<file path="config.mk">
export PLATFORM = sky130hd
export DESIGN_NAME = reg_file_rd_flat
export DESIGN_NICKNAME = d
export VERILOG_FILES = /design/src/rtl/cpu_pkg.sv /design/src/rtl/reg_file_rd_if.sv /design/src/rtl/reg_file_rd_scoreboard.sv /design/src/rtl/reg_file_rd.sv /design/src/flat_wrapper.sv
export SDC_FILE = /design/constraint.sdc
export NUM_CORES = 2
export LEC_CHECK = 0
export BUFFER_PORTS_ARGS = -buffer_cell sky130_fd_sc_hd__buf_2
export CAP_MARGIN = 40
export CELL_PAD_IN_SITES_DETAIL_PLACEMENT = 0
export CELL_PAD_IN_SITES_GLOBAL_PLACEMENT = 1
export CORE_MARGIN = 1.5
export CORE_UTILIZATION = 25
export DETAILED_ROUTE_END_ITERATION = 10
export PLACE_DENSITY_LB_ADDON = 0.25
export SYNTH_ARGS = -nofsm -noshare
export SYNTH_HDL_FRONTEND = slang
export SYNTH_HIERARCHICAL = 1
export SYNTH_SLANG_ARGS = --single-unit
</file>
<file path="constraint.sdc">
create_clock -name clk -period 3.7 [get_ports clk]
set_input_delay 0.74 -clock clk [delete_from_list [all_inputs] [get_ports clk]]
set_output_delay 0.74 -clock clk [all_outputs]
set_load 0.1 [all_outputs]
</file>
<file path="src/rtl/cpu_pkg.sv">
// -----------------------------------------------------------------------------
// cpu_pkg
// Shared constants and types for the integer register file read side.
//   XLEN     : register data width
//   NREGS    : number of architectural registers (x0 included)
//   AW       : register address width, 2**AW == NREGS
//   ZERO_REG : index of the hard-wired zero register
//   sb_entry_t : one scoreboard entry. With REGFILE_PENDING_CNT_EN defined it
//                is a 2-bit saturating in-flight counter, otherwise a single
//                busy bit.
// -----------------------------------------------------------------------------
package cpu_pkg;

    localparam int XLEN  = 32;
    localparam int NREGS = 32;
    localparam int AW    = 5;

    localparam logic [AW-1:0] ZERO_REG = '0;

`ifdef REGFILE_PENDING_CNT_EN
    typedef logic [1:0] sb_entry_t;
    localparam sb_entry_t SB_MAX = 2'd3;
`else
    typedef logic sb_entry_t;
`endif

endpackage

</file>
<file path="src/rtl/reg_file_rd_if.sv">
// -----------------------------------------------------------------------------
// reg_file_rd_if
// Decode/issue and write-back signals of the register file read side.
//   master : decode/issue + write-back stage (drives addresses, issue, wb)
//   slave  : register file (returns operands, busy flags, stall, issue_ack)
// Signals:
//   rs1_addr/rs1_used, rs2_addr/rs2_used : source operand selects
//   rs1_data/rs2_data                    : source operands (combinational)
//   issue_valid/issue_rd/issue_ack       : destination issue handshake
//   wb_valid/wb_addr/wb_data             : write-back port
//   rs1_busy/rs2_busy/stall              : hazard indications
// -----------------------------------------------------------------------------
interface reg_file_rd_if #(
    parameter int XLEN = cpu_pkg::XLEN,
    parameter int AW   = cpu_pkg::AW
);
    logic [AW-1:0]   rs1_addr;
    logic            rs1_used;
    logic [AW-1:0]   rs2_addr;
    logic            rs2_used;
    logic [XLEN-1:0] rs1_data;
    logic [XLEN-1:0] rs2_data;

    logic            issue_valid;
    logic [AW-1:0]   issue_rd;
    logic            issue_ack;

    logic            wb_valid;
    logic [AW-1:0]   wb_addr;
    logic [XLEN-1:0] wb_data;

    logic            rs1_busy;
    logic            rs2_busy;
    logic            stall;

    modport master (
        output rs1_addr, rs1_used, rs2_addr, rs2_used,
        output issue_valid, issue_rd,
        output wb_valid, wb_addr, wb_data,
        input  rs1_data, rs2_data, issue_ack, rs1_busy, rs2_busy, stall
    );

    modport slave (
        input  rs1_addr, rs1_used, rs2_addr, rs2_used,
        input  issue_valid, issue_rd,
        input  wb_valid, wb_addr, wb_data,
        output rs1_data, rs2_data, issue_ack, rs1_busy, rs2_busy, stall
    );

endinterface

</file>
<file path="src/rtl/reg_file_rd_scoreboard.sv">
// -----------------------------------------------------------------------------
// reg_scoreboard
// Per-register pending-write tracking and hazard detection.
// Optional build macro: REGFILE_PENDING_CNT_EN (2-bit in-flight counters
// instead of single busy bits).
// Ports:
//   clk, rst                       : clock, synchronous active-high reset
//   rs1_addr/rs1_used, rs2_addr/rs2_used : source operand selects
//   issue_valid, issue_rd          : destination being issued
//   wb_valid, wb_addr              : write-back in progress this cycle
//   rs1_busy, rs2_busy             : source still waiting on a producer
//   stall                          : RAW or WAW hazard, decode must hold
//   issue_ack                      : issue accepted this cycle
// -----------------------------------------------------------------------------
module reg_scoreboard
    import cpu_pkg::*;
#(
    parameter int NREGS = cpu_pkg::NREGS,
    parameter int AW    = cpu_pkg::AW
) (
    input  logic          clk,
    input  logic          rst,
    input  logic [AW-1:0] rs1_addr,
    input  logic          rs1_used,
    input  logic [AW-1:0] rs2_addr,
    input  logic          rs2_used,
    input  logic          issue_valid,
    input  logic [AW-1:0] issue_rd,
    input  logic          wb_valid,
    input  logic [AW-1:0] wb_addr,
    output logic          rs1_busy,
    output logic          rs2_busy,
    output logic          stall,
    output logic          issue_ack
);

    sb_entry_t pending_q [NREGS];
    sb_entry_t pending_d [NREGS];

    logic [NREGS-1:0] set_v;
    logic [NREGS-1:0] clr_v;

    logic wb_rs1;
    logic wb_rs2;
    logic wb_rd;
    logic waw;

    assign wb_rs1 = wb_valid && (wb_addr == rs1_addr);
    assign wb_rs2 = wb_valid && (wb_addr == rs2_addr);
    assign wb_rd  = wb_valid && (wb_addr == issue_rd);

`ifdef REGFILE_PENDING_CNT_EN
    // With more than one producer in flight, the write-back landing now is
    // not the youngest one, so the source stays busy despite the bypass.
    assign rs1_busy = (pending_q[rs1_addr] > 2'd1) ||
                      ((pending_q[rs1_addr] == 2'd1) && !wb_rs1);
    assign rs2_busy = (pending_q[rs2_addr] > 2'd1) ||
                      ((pending_q[rs2_addr] == 2'd1) && !wb_rs2);
    assign waw      = (issue_rd != ZERO_REG) &&
                      (pending_q[issue_rd] == SB_MAX) && !wb_rd;
`else
    assign rs1_busy = pending_q[rs1_addr] && !wb_rs1;
    assign rs2_busy = pending_q[rs2_addr] && !wb_rs2;
    assign waw      = (issue_rd != ZERO_REG) && pending_q[issue_rd] && !wb_rd;
`endif

    assign stall     = (rs1_used && rs1_busy) ||
                       (rs2_used && rs2_busy) ||
                       (issue_valid && waw);
    assign issue_ack = issue_valid && !stall;

    // x0 is never set, so it can never report busy.
    always_comb begin
        set_v = '0;
        clr_v = '0;
        if (issue_ack && (issue_rd != ZERO_REG)) begin
            set_v[issue_rd] = 1'b1;
        end
        if (wb_valid) begin
            clr_v[wb_addr] = 1'b1;
        end
    end

    always_comb begin
        for (int r = 0; r < NREGS; r++) begin
            pending_d[r] = pending_q[r];
`ifdef REGFILE_PENDING_CNT_EN
            // A write-back to an idle register does not underflow; so an
            // issue meeting such a write-back still counts as a new producer.
            case ({set_v[r], clr_v[r] && (pending_q[r] != 2'd0)})
                2'b10: begin
                    if (pending_q[r] != SB_MAX) begin
                        pending_d[r] = pending_q[r] + 2'd1;
                    end
                end
                2'b01:   pending_d[r] = pending_q[r] - 2'd1;
                default: pending_d[r] = pending_q[r];
            endcase
`else
            // Set wins over clear: the newly issued producer stays pending.
            if (set_v[r]) begin
                pending_d[r] = 1'b1;
            end else if (clr_v[r]) begin
                pending_d[r] = 1'b0;
            end
`endif
        end
    end

    always_ff @(posedge clk) begin
        if (rst) begin
            for (int r = 0; r < NREGS; r++) begin
                pending_q[r] <= '0;
            end
        end else begin
            pending_q <= pending_d;
        end
    end

endmodule

</file>
<file path="src/rtl/reg_file_rd.sv">
// -----------------------------------------------------------------------------
// reg_file_rd
// Integer register file read side: 32 x XLEN storage, two combinational read
// ports with same-cycle write-back bypass, one write-back port and a
// pending-write scoreboard that raises stall on RAW/WAW hazards.
// Optional build macro: REGFILE_PENDING_CNT_EN (handled in reg_scoreboard).
// Ports:
//   clk : rising-edge clock
//   rst : synchronous active-high reset (clears storage and scoreboard;
//         a write-back in the reset cycle is discarded)
//   bus : reg_file_rd_if.slave -- operand reads, issue handshake,
//         write-back, busy flags and stall
// -----------------------------------------------------------------------------
module reg_file_rd
    import cpu_pkg::*;
#(
    parameter int XLEN  = cpu_pkg::XLEN,
    parameter int NREGS = cpu_pkg::NREGS,
    parameter int AW    = cpu_pkg::AW
) (
    input  logic         clk,
    input  logic         rst,
    reg_file_rd_if.slave bus
);

    logic [XLEN-1:0] regs_q [NREGS];

    always_ff @(posedge clk) begin
        if (rst) begin
            for (int i = 0; i < NREGS; i++) begin
                regs_q[i] <= '0;
            end
        end else if (bus.wb_valid && (bus.wb_addr != ZERO_REG)) begin
            regs_q[bus.wb_addr] <= bus.wb_data;
        end
    end

    // x0 is checked first so a write-back aimed at x0 is never bypassed.
    assign bus.rs1_data = (bus.rs1_addr == ZERO_REG) ? '0 :
                          (bus.wb_valid && (bus.wb_addr == bus.rs1_addr)) ? bus.wb_data :
                          regs_q[bus.rs1_addr];

    assign bus.rs2_data = (bus.rs2_addr == ZERO_REG) ? '0 :
                          (bus.wb_valid && (bus.wb_addr == bus.rs2_addr)) ? bus.wb_data :
                          regs_q[bus.rs2_addr];

    reg_scoreboard #(
        .NREGS (NREGS),
        .AW    (AW)
    ) u_scoreboard (
        .clk         (clk),
        .rst         (rst),
        .rs1_addr    (bus.rs1_addr),
        .rs1_used    (bus.rs1_used),
        .rs2_addr    (bus.rs2_addr),
        .rs2_used    (bus.rs2_used),
        .issue_valid (bus.issue_valid),
        .issue_rd    (bus.issue_rd),
        .wb_valid    (bus.wb_valid),
        .wb_addr     (bus.wb_addr),
        .rs1_busy    (bus.rs1_busy),
        .rs2_busy    (bus.rs2_busy),
        .stall       (bus.stall),
        .issue_ack   (bus.issue_ack)
    );

endmodule

</file>
<file path="src/flat_wrapper.sv">
// flat-port wrapper written by rule: the top's interface ports become plain ports
module reg_file_rd_flat import cpu_pkg::*;
#(
    parameter int XLEN  = cpu_pkg::XLEN,
    parameter int NREGS = cpu_pkg::NREGS,
    parameter int AW    = cpu_pkg::AW
)
  (clk, rst, bus_rs1_addr, bus_rs1_used, bus_rs2_addr, bus_rs2_used, bus_issue_valid, bus_issue_rd, bus_wb_valid, bus_wb_addr, bus_wb_data, bus_rs1_data, bus_rs2_data, bus_issue_ack, bus_rs1_busy, bus_rs2_busy, bus_stall);
  reg_file_rd_if #(.XLEN(XLEN), .AW(AW)) bus_i ();
  input  logic clk;
  input  logic rst;
  input wire logic [$bits(bus_i.rs1_addr)-1:0] bus_rs1_addr;
  input wire logic [$bits(bus_i.rs1_used)-1:0] bus_rs1_used;
  input wire logic [$bits(bus_i.rs2_addr)-1:0] bus_rs2_addr;
  input wire logic [$bits(bus_i.rs2_used)-1:0] bus_rs2_used;
  input wire logic [$bits(bus_i.issue_valid)-1:0] bus_issue_valid;
  input wire logic [$bits(bus_i.issue_rd)-1:0] bus_issue_rd;
  input wire logic [$bits(bus_i.wb_valid)-1:0] bus_wb_valid;
  input wire logic [$bits(bus_i.wb_addr)-1:0] bus_wb_addr;
  input wire logic [$bits(bus_i.wb_data)-1:0] bus_wb_data;
  output wire logic [$bits(bus_i.rs1_data)-1:0] bus_rs1_data;
  output wire logic [$bits(bus_i.rs2_data)-1:0] bus_rs2_data;
  output wire logic [$bits(bus_i.issue_ack)-1:0] bus_issue_ack;
  output wire logic [$bits(bus_i.rs1_busy)-1:0] bus_rs1_busy;
  output wire logic [$bits(bus_i.rs2_busy)-1:0] bus_rs2_busy;
  output wire logic [$bits(bus_i.stall)-1:0] bus_stall;
  assign bus_i.rs1_addr = bus_rs1_addr;
  assign bus_i.rs1_used = bus_rs1_used;
  assign bus_i.rs2_addr = bus_rs2_addr;
  assign bus_i.rs2_used = bus_rs2_used;
  assign bus_i.issue_valid = bus_issue_valid;
  assign bus_i.issue_rd = bus_issue_rd;
  assign bus_i.wb_valid = bus_wb_valid;
  assign bus_i.wb_addr = bus_wb_addr;
  assign bus_i.wb_data = bus_wb_data;
  assign bus_rs1_data = bus_i.rs1_data;
  assign bus_rs2_data = bus_i.rs2_data;
  assign bus_issue_ack = bus_i.issue_ack;
  assign bus_rs1_busy = bus_i.rs1_busy;
  assign bus_rs2_busy = bus_i.rs2_busy;
  assign bus_stall = bus_i.stall;
  reg_file_rd #(.XLEN(XLEN), .NREGS(NREGS), .AW(AW)) u_core (.clk(clk), .rst(rst), .bus(bus_i));
endmodule
</file>
==> results.yml <==
pwr:
  power-per-cell-area_nw_per_um2: 453
  clock_power_share: 0.390
  internal_power_mw: 23.4
  power.combinational.fraction: 0.182
  worst_ir_drop_vdd_mv: 0.302
  swShare: 0.292
  power.leakage_nw: 25.9
  net-switching-power_mw: 9.62
  sequential_power_share: 0.427
floorplanning:
  initial_util: 0.252
  fp-row-count: 175
  floorplan_die_area_um2: 233000
  core_um2: 228000
  die-width_um: 483
  die-height_um: 483
  floorplan.io_pins: 126
timing:
  worst_slew_margin_rel: 0.506
  setup_violations: 0
  final_max_tran_viols: 0
  worst_slew_pin_slew_ps: 740
  max_clock_freq_mhz: 271
  final_hold_viol_count: 0
  finalWorstPathRequiredPeriod_ps: 3690
  final_min_period_over_clock_period: 0.997
  finClkSkew_ps: 9.24
  grt_setup_unrepaired: "yes"
  hold-worst-slack_ps: 377
  setup_ws_ps: 12.7
global_routing:
  global_route.usage.met2: 0.326
  groute.layer.met1.usage: 0.280
  groute.layer.met3.usage: 0.0355
  grt_start_max_net_pins: 48
  grt_pass1_wl_um: 328000
  grt_remaining_overflow: 0
  initial_antenna_violation_count: 20
  grt_busiest_layer: "met2"
  grt_pass1_vias: 38981
  grt_util_all_layers: 0.203
yosys:
  post_synth_main_area_contributors: "sky130_fd_sc_hd__edfxtp_1 (53%), sky130_fd_sc_hd__mux4_2 (16%), sky130_fd_sc_hd__and2_1 (11%)"
  synth.lib_cells_used.distinct: 64
  post_synth_mux_area_share: 0.212
  main_combinational_cell_family_by_area_after_synthesis: "multiplexers"
  synth_cells: 4074
  mappedNetlistArea_um2: 57500
  synth-xor-area-share: 0.00381
  yosys.area_share.simple: 0.135
  synth-compound-area-share: 0.0694
  synth-main-ff-cell: "sky130_fd_sc_hd__edfxtp_1"
  synth.ff_latch_count: 1056
  yosysWarningCount: 6
  yosys.area_share.adder: 0
  synth_top_cell_by_area: "sky130_fd_sc_hd__edfxtp_1"
  number_of_synthesized_flops_with_an_enable_pin: 1024
  synth-async-reset-ratio: 0
  syn_area_per_cell_um2: 14.1
  synthDominantCellAreaShare: 0.534
  synth_seq_area_share: 0.546
cts:
  clk_pin_slew_worst_paths_ps: 60
  ctsHtreeMaxLevel: 4
  cts_max_path_buffers: 3
  cts_buffers: 132
  clock_sinks: 1056
  cts_tree: "done"
  root_buffer: "sky130_fd_sc_hd__clkbuf_16"
  clkLatencyLatePin_ps: 820
setup_path:
  cp-endpoint: "bus_rs2_data[31]"
  worstSetupPathDepth: 7
  crit_required_ps: 2960
  worst-endpoint-arrival_ps: 2950
  crit_slowest_cell: "sky130_fd_sc_hd__mux4_2"
  crit_path_end_kind: "output pin"
  regToRegSetupSlack_ps: 1290
  crit_path_max_fanout: 2
  critical_path.top_delay_family: "compound AO/OA/AOI/OAI gates"
  crit_path_cell_trace: "mux4_2 -> a22o_4 -> a2111oi_4 -> buf_4 -> a21oi_2 -> a22o_1 -> buf_12"
  worst-r2r-cell-count: 7
  reg2reg_to: "u_core/u_scoreboard/pending_q[18]$_SDFFE_PP0P_"
  r2r_start: "u_core/u_scoreboard/pending_q[10]$_SDFFE_PP0P_"
  crit_buf_inv: 2
  start_kind: "register"
  worst_setup_path_type: "reg -> out"
  setup.worst_path.start: "u_core/regs_q[13][31]$_SDFFCE_PN0P_"
  slowest_delay_ps: 500
run_status:
  status: "finished clean"
placed_design:
  place_congestion: 0.843
  pre_cts_slack_ps: -431
  dp_hpwl_um: 161000
  place.port_buffers: 125
  dpl-instance-area_um2: 66600
routing:
  post_drt_via_cell_ratio: 5.14
  detail_route.wl_per_cell_um: 31.7
  dr.first_iter.drc_count: 4260
  postRouteAntennaNets: 0
  remaining_drc_errors: 0
  detailedRoute.firstPassIterationCount: 5
  via_count: 39165
  routed_wirelength_um: 241000
hold_path:
  worstHoldPathType: "in -> reg"
layout:
  drive_gt1_frac: 0.330
  area_delta_synth_final_pct: 26.5
  stdcell_area_um2: 72800
  post-route-util: 0.319
  number_of_nets_at_the_end_of_the_flow: 4557
run:
  cap_viol_max_count: 0
## area by class of cell
| type | count | area [um2] |
|---|---|---|
| Sequential cell | 1056 | 31400 |
| Fill cell | 22362 | 155000 |
| Antenna cell | 10 | 25.0 |
| Inverter | 5 | 18.8 |
| Tap cell | 3009 | 3760 |
| Clock buffer | 150 | 3370 |
| Multi-Input combinational cell | 2599 | 25600 |
| Clock inverter | 84 | 842 |
| Timing Repair Buffer | 705 | 7820 |
## worst min path at each step
stage	startpoint	endpoint	slack [ps]	depth (start not counted)
CTS	bus_issue_rd[4]	u_core/u_scoreboard/pending_q[10]$_SDFFE_PP0P_	300	3
floorplan	u_core/u_scoreboard/pending_q[31]$_SDFFE_PP0P_	u_core/u_scoreboard/pending_q[31]$_SDFFE_PP0P_	450	2
global placement	u_core/u_scoreboard/pending_q[13]$_SDFFE_PP0P_	u_core/u_scoreboard/pending_q[13]$_SDFFE_PP0P_	520	2
global route	bus_issue_rd[4]	u_core/u_scoreboard/pending_q[10]$_SDFFE_PP0P_	360	3
detailed placement	u_core/u_scoreboard/pending_q[31]$_SDFFE_PP0P_	u_core/u_scoreboard/pending_q[31]$_SDFFE_PP0P_	510	2
finish	bus_issue_rd[4]	u_core/u_scoreboard/pending_q[10]$_SDFFE_PP0P_	380	3
## power by group through the flow
stage / registers (mW) / logic, mW / clock network, mW
floorplan: 14.2 / 3.08 / 0
global placement: 14.3 / 5.57 / 0
detailed placement: 14.3 / 5.57 / 0
CTS: 14.1 / 5.90 / 13.1
global route: 14.2 / 6.19 / 13.6
finish: 14.1 / 6.02 / 12.9
## what timing repair did
action	in CTS	in global routing
resized for setup	232	47
hold buffers	0	0
pin swaps	69	19
cloned	2	6
buffers inserted	18	34
setup endpoints to repair	63	58
## worst min-delay path: stages
cell and delay [ps]:
sky130_fd_sc_hd__buf_2 190, sky130_fd_sc_hd__nand3_1 140, sky130_fd_sc_hd__o41ai_2 60
## cells in the mapped netlist (all sizes together) (12+ instances only)
library cell and instances:
or2 36, a22o 55, nand2 76, o221ai 43, o21ai 27, o221a 18, and2 997, nor2b 25
xnor2 13, nand3b 25, nor2 59, o22ai 46, a221o 13, xor2 12, a2111oi 24, clkbuf 317
nand3 24, mux2i 312, o41ai 14, dfxtp 32, mux4 399, nand2b 12, o31ai 21, a22oi 134
a21oi 79, buf 128, edfxtp 1024
## per-layer routing
metal  part of all wire  up-vias
met5                  0        -
met4              0.026        0
met3              0.066      279
met2               0.47     1482
met1               0.44    20836
li1                   -    16568
## per-stage QoR
stage               std cells  setup TNS, ps  total power [mW]
floorplan                4105           -219              17.3
finish                   7618              0              33.0
CTS                      7568          -32.1              33.1
detailed placement       7315         -10620              19.9
global placement         7314          -9490              19.9
global route             7613           -302              33.9
## placed cells by master, fill, tap and decap left out, drive strengths merged, types with 8 or more instances in the layout
cell type  count
clkbuf       158
mux2          10
o21ai         27
diode         10
mux4         399
nor2b         25
nand3b        25
or2           36
nand3         24
and2         997
a21oi         79
o31ai         21
a221o         13
clkinv        63
nor2          59
mux2i        312
inv           15
xor2          12
xnor2         13
o221a         18
buf          696
o41ai         14
a2111oi       24
o211ai        10
o221ai        43
a22o          55
a22oi        134
o22ai         46
nand2b        12
nor3           9
conb          32
a32oi          9
nand2         76
edfxtp      1024
bufinv         8
dfxtp         32
## logic make-up after synthesis
family	Yosys count
and+or+nand+nor	1289
buffers and inverters	450
DFF	1056
muxes	721
other	1
xor gates and xnor gates	25
AOI/OAI and AO/OA	532
## flip-flops by register name, summed over array words and instances, names as in the netlist
signal / flops
u_core/regs_q: 1024
u_core/u_scoreboard/pending_q: 32
No activity file was read; power rests on OpenSTA's default activity.
